--- config.mk ---
export PLATFORM = sky130hd
export DESIGN_NAME = i2c_target_regfile
export DESIGN_NICKNAME = d
export VERILOG_FILES = /design/src/rtl/i2c_target_regfile.sv
export SDC_FILE = /design/constraint.sdc
export NUM_CORES = 1
export LEC_CHECK = 0
export CAP_MARGIN = 25
export CORE_MARGIN = 2
export CORE_UTILIZATION = 50
export CTS_CLUSTER_DIAMETER = 120
export CTS_CLUSTER_SIZE = 14
export DETAILED_ROUTE_END_ITERATION = 8
export PLACE_DENSITY = 0.68
export SETUP_SLACK_MARGIN = 0.2
export SYNTH_ARGS = -nofsm -noshare
export SYNTH_HDL_FRONTEND = slang
export SYNTH_SLANG_ARGS = --single-unit
--- constraint.sdc ---
create_clock -name clk -period 4.5 [get_ports clk]
set_input_delay 0.9 -clock clk [delete_from_list [all_inputs] [get_ports clk]]
set_output_delay 0.9 -clock clk [all_outputs]
set_load 0.005 [all_outputs]
--- src/rtl/i2c_target_regfile.sv ---
// I2C target exposing a byte-addressed register file at a fixed 7-bit address.
// Latency: bus edges act 3 clk after the pin; wr_valid 3 clk after 8th SCL rise; rd_data 1 clk.
// Backpressure: none; no clock stretching, so the host must meet the SCL/clk ratio.
module i2c_target_regfile #(
  parameter logic [6:0] ADDR  = 7'h50,
  parameter int         DEPTH = 8,
  localparam int        AW    = $clog2(DEPTH)
) (
  input  logic          clk,
  input  logic          rst,
  input  logic          scl_i,
  input  logic          sda_i,
  output logic          sda_oe,
  output logic          wr_valid,
  output logic [AW-1:0] wr_addr,
  output logic [7:0]    wr_data,
  input  logic [AW-1:0] rd_addr,
  output logic [7:0]    rd_data,
  output logic          busy
);

  typedef enum logic [2:0] {
    ST_IDLE, ST_ADDR, ST_IGNORE, ST_ADDR_ACK, ST_REG, ST_WDATA, ST_RDATA
  } state_t;

  state_t        state;
  logic [2:0]    scl_q;
  logic [2:0]    sda_q;
  logic [3:0]    bit_cnt;
  logic [7:0]    shift;
  logic          rw;
  logic [AW-1:0] ptr;
  logic [7:0]    mem [DEPTH];

  // [1] is the synchronized level, [2] the previous level for edge detection
  logic scl, scl_prev, sda, sda_prev;
  logic scl_rise, scl_fall, start_det, stop_det;
  logic [7:0]    rx_byte;
  logic [AW-1:0] ptr_inc;

  assign scl       = scl_q[1];
  assign scl_prev  = scl_q[2];
  assign sda       = sda_q[1];
  assign sda_prev  = sda_q[2];
  assign scl_rise  = scl & ~scl_prev;
  assign scl_fall  = ~scl & scl_prev;
  assign start_det = scl & sda_prev & ~sda;
  assign stop_det  = scl & ~sda_prev & sda;
  assign rx_byte   = {shift[6:0], sda};
  assign ptr_inc   = ptr + 1'b1;

  // Synchronize the bus lines; reset to the idle-high bus level so release is quiet
  always_ff @(posedge clk or posedge rst) begin
    if (rst) begin
      scl_q <= 3'b111;
      sda_q <= 3'b111;
    end else begin
      scl_q <= {scl_q[1:0], scl_i};
      sda_q <= {sda_q[1:0], sda_i};
    end
  end

  // Protocol state machine, register file and host read port
  always_ff @(posedge clk or posedge rst) begin
    if (rst) begin
      state    <= ST_IDLE;
      bit_cnt  <= '0;
      shift    <= '0;
      rw       <= 1'b0;
      ptr      <= '0;
      sda_oe   <= 1'b0;
      wr_valid <= 1'b0;
      wr_addr  <= '0;
      wr_data  <= '0;
      rd_data  <= '0;
      busy     <= 1'b0;
      for (int i = 0; i < DEPTH; i++) mem[i] <= '0;
    end else begin
      wr_valid <= 1'b0;
      rd_data  <= mem[rd_addr];
      if (start_det) begin
        // Repeated start keeps the pointer so a random read can follow a pointer write
        state   <= ST_ADDR;
        bit_cnt <= '0;
        sda_oe  <= 1'b0;
        busy    <= 1'b1;
      end else if (stop_det) begin
        state   <= ST_IDLE;
        bit_cnt <= '0;
        sda_oe  <= 1'b0;
        busy    <= 1'b0;
      end else begin
        case (state)
          ST_ADDR: begin
            if (scl_rise) begin
              shift <= rx_byte;
              if (bit_cnt == 4'd7) begin
                bit_cnt <= 4'd8;
                if (rx_byte[7:1] == ADDR) begin
                  rw    <= rx_byte[0];
                  state <= ST_ADDR_ACK;
                end else begin
                  state <= ST_IGNORE;
                end
              end else begin
                bit_cnt <= bit_cnt + 4'd1;
              end
            end
          end
          ST_ADDR_ACK: begin
            // First fall starts the ACK, second fall (after the 9th clock) ends it
            if (scl_fall) begin
              if (!sda_oe) begin
                sda_oe <= 1'b1;
              end else begin
                bit_cnt <= '0;
                if (rw) begin
                  state  <= ST_RDATA;
                  shift  <= mem[ptr];
                  sda_oe <= ~mem[ptr][7];
                end else begin
                  state  <= ST_REG;
                  sda_oe <= 1'b0;
                end
              end
            end
          end
          ST_REG, ST_WDATA: begin
            if (scl_rise && bit_cnt < 4'd8) begin
              shift   <= rx_byte;
              bit_cnt <= bit_cnt + 4'd1;
              if (bit_cnt == 4'd7) begin
                if (state == ST_REG) begin
                  ptr <= rx_byte[AW-1:0];
                end else begin
                  mem[ptr] <= rx_byte;
                  wr_valid <= 1'b1;
                  wr_addr  <= ptr;
                  wr_data  <= rx_byte;
                  ptr      <= ptr_inc;
                end
              end
            end else if (scl_fall && bit_cnt == 4'd8) begin
              if (!sda_oe) begin
                sda_oe <= 1'b1;
              end else begin
                sda_oe  <= 1'b0;
                bit_cnt <= '0;
                state   <= ST_WDATA;
              end
            end
          end
          ST_RDATA: begin
            if (scl_rise) begin
              if (bit_cnt == 4'd8) begin
                // 9th rise: master ACK continues the burst, NACK ends it
                ptr <= ptr_inc;
                if (sda) begin
                  state <= ST_IGNORE;
                end else begin
                  shift   <= mem[ptr_inc];
                  bit_cnt <= '0;
                end
              end else begin
                bit_cnt <= bit_cnt + 4'd1;
              end
            end else if (scl_fall) begin
              if (bit_cnt == 4'd0) begin
                sda_oe <= ~shift[7];
              end else if (bit_cnt == 4'd8) begin
                sda_oe <= 1'b0;
              end else begin
                shift  <= {shift[6:0], 1'b0};
                sda_oe <= ~shift[6];
              end
            end
          end
          default: ;
        endcase
      end
    end
  end

endmodule
==> key figures, run 1 <==
Global route
  – Initial antenna violation count: 0
  – Largest net degree at the start of global routing: 55
  – Gr ovfl total: 0
  – Vias in the first global route: 4,494
  – GRT Overall Usage: 25.0%
  – Global-route wire length before repair: 25,200 um

Clocking
  – Worst skew pair latency: 0.36 ns
  – Cts repair resizes: 0
  – Clk buf depth: 2
  – Total CTS buffers: 9
  – H-tree depth: 3
  – CTS tree: built
  – Clk root buf: clkbuf_16
  – # Post-CTS Setup Buffers: 0
  – Cts hold-fix bufs: 0
  – Clock Sinks: 111
  – CTS clk-pin slew, worst paths: 0.07 ns

Worst hold path
  – Hold WC Path Type: reg2reg
  – Hold Startpoint: sda_q[0]$_DFF_PP1_
  – Hold EP: sda_q[1]$_DFF_PP1_
  – Hold depth: 0

Pwr
  – Pwr dens: 368 mW/mm2
  – Switching portion of total power: 33.0%
  – Share of power burned in the clock network: 32.5%
  – P_int: 1.74 mW
  – Leak: 3.00 nW
  – Combinational power share: 19.2%
  – Seq pwr share: 48.3%
  – Switch Pwr: 856 uW
  – Tot Pwr: 2.59 mW
  – VDD IR max: 0.287 mV

Routing
  – Final ANT Viol Nets: 0
  – Iter 0 DRT Violations: 446
  – DRC: 0
  – Drt pass-1 iters: 4
  – Vias/cell: 6.31
  – Post-DR wirelength/cell: 23.0 um
  – Via Count: 4,247
  – Final WL: 15,500 um

Logic synthesis
  – Yosys warnings: 0
  – Register area share after synthesis: 43.7%
  – Yosys cell types: 61
  – FFs w/ async S/R, synth: 100%
  – Synthesized flop and latch total: 111
  – Ys flop type: dfrtp_1
  – EDFF count, synth: 0
  – Mapped Cells: 487
  – Syn_area_per_cell: 13.1 um2
  – Mapped Nets: 499
  – Syn Std Cell Area: 0.00637 mm2

Placement
  – PortBufs: 28
  – Routability cong.: 0.851
  – Placed Area: 0.00675 mm2
  – Detailed Place HPWL: 10,000 um
  – Cell count after placement: 657

Setup path
  – Element type at the critical path end: register
  – WP data arrival: 3.38 ns
  – R2R Path Start: scl_q[1]$_DFF_PP1_
  – Reg2reg setup slack: 1.35 ns
  – CP max FO: 14
  – R2R depth: 8
  – Worst R2R End: mem[22]$_DFFE_PP0P_
  – Startpoint Class: register
  – Worst endpoint required time: 4.73 ns
  – CP max-delay cell: dfstp_2
  – CP max stage delay: 0.60 ns
  – Worst Path Class, Setup: reg2reg
  – Worst-path cell chain: ha_1 -> nand2_1 -> a21oi_1 -> and4b_1 -> buf_4 -> and2_1 -> nand2b_1 -> mux2_1

Timing
  – Setup TNS: 0 ns
  – Clk_skew: 0.0139 ns
  – Period minus WS final: 3.15 ns
  – Final cycle utilization of the critical path: 69.9%
  – RSZ-0062 raised after global routing: no
  – Worst-Margin Slew: 0.978 ns
  – Pins Over Slew Limit: 0
  – Setup-failing EPs final: 0
  – Slew margin rel.: 34.8%
  – FMAX: 0.318 GHz
  – Hold Vio Cnt, Final: 0

Floorplan
  – Core area: 0.0125 mm2
  – Top-Level Pins: 29
  – Die ar.: 0.0137 mm2
  – Starting Density: 50.9%
  – Die Y: 117 um
  – Chip width: 117 um
  – Rows: 41

Finish
  – Syn-to-layout area delta: 10.7%
  – Layout Cells excl Fill: 673
  – Fin area: 0.00706 mm2
  – Proportion of layout cells with a drive suffix above 1: 36.7%
  – Nets: 508
  – # diodes: 0

Outcome
  – Status: complete, no violations

Flow run
  – Max cap viols: 0
## layout by cell type (no fill, tap or decap), types with 5 or more instances in the layout
| master | synthesis | final |
|---|---|---|
| dfrtp_1 | 105 | 104 |
| mux2i_1 | 14 | 14 |
| nor2b_1 | 15 | 15 |
| o21ai_0 | 20 | 20 |
| a21oi_1 | 12 | 12 |
| nor2_1 | 17 | 17 |
| nand2_1 | 18 | 18 |
| buf_4 | 5 | 9 |
| clkdlybuf4s50_1 | 0 | 28 |
| nor3_1 | 5 | 5 |
| dfstp_2 | 6 | 6 |
| clkbuf_16 | 0 | 9 |
| a221oi_1 | 8 | 8 |
| ha_1 | 5 | 5 |
| nand2b_1 | 8 | 8 |
| mux2_2 | 93 | 93 |
| inv_1 | 11 | 10 |
| mux4_2 | 44 | 44 |
## cells by family (layout without fill, tap and decap cells)
group / after synthesis / count (layout) / share of synthesized area (%)
AO/OA/AOI/OAI: 67 / 67 / 7.13
XOR/XNOR: 2 / 2 / 0.275
adder cells (fa/ha/maj): 5 / 5 / 0.982
buffers and inverters: 50 / 64 / 3.69
flip-flops: 111 / 111 / 43.7
multiplexers: 153 / 153 / 34.5
AND/OR/NAND/NOR: 99 / 99 / 9.68
## routing by layer
layer | vias to the layer above | share of wire, % | track usage, %
met3 | 30 | 5.6 | 4.53
met4 | 0 | 2.9 | 11.0
met2 | 136 | 50 | 41.1
met5 | - | 0 | 0
li1 | 1872 | - | -
met1 | 2209 | 41 | 32.9
## Yosys cell counts, drive strengths merged, types with 2 or more instances
library cell  number  share of area (%)
nand3b             4               0.73
o2111ai            2               0.27
nor3               6               0.65
clkbuf            17                1.0
ha                 5               0.98
nand3              5               0.47
a32o               2               0.31
dfstp              6                2.5
nor4               4               0.73
inv               11               0.65
nand2b             8               0.79
buf               22                2.0
and2               3               0.29
dfrtp            105                 41
o22ai              3               0.29
nor3b              2               0.24
and4b              3               0.47
a32oi              3               0.41
nand4              4               0.39
o21ai             22                1.7
mux2i             14                2.2
nor2              20                1.5
xor2               2               0.27
a221oi             9                1.3
a21oi             12               0.94
nor2b             15                1.5
a211oi             2               0.24
nand2             19                1.2
mux2              95                 17
o221ai             2               0.27
mux4              44                 16
## per-stage QoR
| stage | setup slack, ns | utilization [%] | hold WS (ns) |
|---|---|---|---|
| final | 1.35 | 56.4 | 0.357 |
| after global routing | 1.19 | 56.4 | 0.366 |
| after CTS | 1.40 | 56.4 | 0.357 |
| after detailed placement | 1.41 | 53.9 | 0.347 |
| after global placement | 1.47 | 53.9 | 0.347 |
| after floorplan | 0.679 | - | 0.345 |
## state kept, by name, indices dropped and copies added, names as in the netlist
| name | count |
|---|---|
| scl_q | 3 |
| sda_oe | 1 |
| bit_cnt | 4 |
| mem | 64 |
| wr_data | 8 |
| wr_valid | 1 |
| busy | 1 |
| rd_data | 8 |
| wr_addr | 3 |
| sda_q | 3 |
| rw | 1 |
| state | 3 |
| shift | 8 |
| ptr | 3 |
## final cells by class
class	count	area, um2
clock buffer	10	239
clock inverter	6	72.6
fill	1094	5460
inverter	11	43.8
multi-input combinational	326	3350
sequential	111	2790
tap	172	215
timing repair buffer	37	348
## worst max-delay path, delay by kind of cell, from the launching register on
family / cells / cell delay (ns)
buf+inv: 1 / 0.24
fa+ha+maj: 1 / 0.45
mux: 1 / 0.45
compound gates: 1 / 0.20
simple gates: 4 / 1.08
flops: 1 / 0.60
## power by group through the flow
stage | sequential [mW] | combinational (mW) | clock, mW
after floorplan | 1.13 | 0.475 | 0
after global placement | 1.27 | 0.489 | 0
after detailed placement | 1.27 | 0.499 | 0
after CTS | 1.25 | 0.500 | 0.863
after global routing | 1.28 | 0.558 | 0.896
final | 1.25 | 0.499 | 0.843
## worst max-delay path by stage
stage                                   from                      to  depth (start not counted)
final                     scl_q[1]$_DFF_PP1_     mem[22]$_DFFE_PP0P_                          8
after global placement    scl_q[1]$_DFF_PP1_     mem[20]$_DFFE_PP0P_                          8
after global routing      scl_q[1]$_DFF_PP1_     mem[22]$_DFFE_PP0P_                          8
after detailed placement  scl_q[1]$_DFF_PP1_     mem[58]$_DFFE_PP0P_                          8
after CTS                 scl_q[1]$_DFF_PP1_     mem[22]$_DFFE_PP0P_                          8
after floorplan                          rst  bit_cnt[0]$_DFFE_PP0P_                          1
No activity file was read; power rests on OpenSTA's default activity.
==> inputs of run 2 (changes only) <==
- clock period: 4.5 -> 3.1 ns (I/O delays scaled with it)
==> key figures, run 2 (synthesis results as in run 1) <==
Outcome
  – Status: complete, no violations

Clocking
  – Cts hold-fix bufs: 0
  – H-tree depth: 3
  – Total CTS buffers: 9
  – CTS tree: built
  – # Post-CTS Setup Buffers: 0
  – Clock Sinks: 111
  – CTS clk-pin slew, worst paths: 0.08 ns
  – Worst skew pair latency: 0.37 ns
  – Cts repair resizes: 0
  – Clk buf depth: 2
  – Clk root buf: clkbuf_16

Global route
  – Initial antenna violation count: 0
  – Met3 Usage GRT: 5.87%
  – Gr ovfl total: 0
  – Vias in the first global route: 4,360
  – Largest net degree at the start of global routing: 85
  – Global-route wire length before repair: 24,800 um
  – Gr busiest metal: met2
  – GRT Overall Usage: 24.6%
  – Met1 Use GR: 33.1%
  – Met2 usage: 39.4%

Setup path
  – Worst Path Class, Setup: reg2reg
  – CP max FO: 19
  – WP data arrival: 2.96 ns
  – Worst endpoint required time: 3.35 ns
  – Top cell family by delay on the critical path: simple AND/OR/NAND/NOR gates
  – CP max-delay cell: dfrtp_1
  – CP max stage delay: 0.70 ns
  – Reg2reg setup slack: 0.39 ns
  – Startpoint Class: register
  – Element type at the critical path end: register
  – Bufs and invs on worst path: 0
  – Worst-path cell chain: nand2_1 -> a21oi_1 -> and4b_1 -> nand2b_1 -> nor3_4 -> mux2_2

Finish
  – Multi-input logic area: 0.00335 mm2
  – Most common cell after layout, fill and taps aside: dfrtp_1
  – Nets: 516
  – Register Area: 0.00279 mm2
  – Layout Cells excl Fill: 681
  – Fin area: 0.00715 mm2
  – Final Core Density: 57.1%
  – Max reg flops: 64
  – Proportion of layout cells with a drive suffix above 1: 37.7%
  – Fillers: 1,064
  – # diodes: 0
  – Most frequent cells in the layout: 104 x dfrtp_1, 93 x mux2_2, 44 x mux4_2, 28 x clkdlybuf4s50_1, 20 x o21ai_0
  – Syn-to-layout area delta: 12.2%
  – Largest Register: mem

Floorplan
  – Chip width: 117 um
  – Top-Level Pins: 29
  – Die ar.: 0.0137 mm2
  – Starting Density: 50.9%
  – Rows: 41
  – Die Y: 117 um
  – Core area: 0.0125 mm2

Placement
  – Placed Area: 0.00683 mm2
  – Cell count after placement: 665
  – PortBufs: 28
  – Routability cong.: 0.894
  – Pre-CTS setup slack: 0.440 ns
  – Detailed Place HPWL: 9750 um

Timing
  – Slew margin rel.: 56.2%
  – Setup TNS: 0 ns
  – Period minus WS final: 2.71 ns
  – Setup-failing EPs final: 0
  – FMAX: 0.369 GHz
  – RSZ-0062 raised after global routing: no
  – Hold Vio Cnt, Final: 0
  – Pins Over Slew Limit: 0
  – Worst-Margin Slew: 0.651 ns
  – Post-route setup slack: 0.392 ns
  – Clk_skew: 0.0123 ns
  – Final cycle utilization of the critical path: 87.4%
  – Hold WS: 0.362 ns

Routing
  – DRC: 0
  – Final ANT Viol Nets: 0
  – Via Count: 4,258
  – Iter 0 DRT Violations: 409
  – Drt pass-1 iters: 4
  – Post-DR wirelength/cell: 22.2 um
  – Vias/cell: 6.25
  – Final WL: 15,100 um

Worst hold path
  – Hold WC Path Type: reg2reg

Flow run
  – Max cap viols: 0

Pwr
  – VDD IR max: 0.602 mV
  – Leak: 3.05 nW
  – Tot Pwr: 3.82 mW
  – Pwr dens: 534 mW/mm2
==> run 2: area by class of cell <==
cell class	instances	area share, %
timing repair buffer	45	6.05
clock inverter	7	1.31
clock buffer	9	3.15
inverter	11	0.630
tap	172	3.01
multi-input combinational	326	46.9
sequential	111	39.0
==> run 2: routing by layer <==
metal / vias to the layer above / share of wire, %
li1: 1891 / -
met3: 31 / 5.5
met1: 2215 / 42
met5: - / 0
met4: 0 / 2.3
met2: 121 / 50
==> run 2: final timing paths <==
check,end,from,cells after the start
max in group asynchronous,shift[7]$_DFFE_PP0P_,rst,3
hold / removal,sda_q[1]$_DFF_PP1_,sda_q[0]$_DFF_PP1_,0
min in group asynchronous,wr_addr[0]$_DFFE_PP0P_,rst,3
hold reg to reg,sda_q[1]$_DFF_PP1_,sda_q[0]$_DFF_PP1_,0
setup / recovery,mem[58]$_DFFE_PP0P_,state[2]$_DFFE_PP0P_,6
setup reg to reg,mem[58]$_DFFE_PP0P_,state[2]$_DFFE_PP0P_,6
==> run 2: power breakdown <==
part           internal, mW  switching (mW)  leakage, nW
Combinational         0.358           0.450         1.38
Clock                 0.652           0.589        0.153
Sequential             1.54           0.233         1.51
Total                  2.55            1.27         3.05
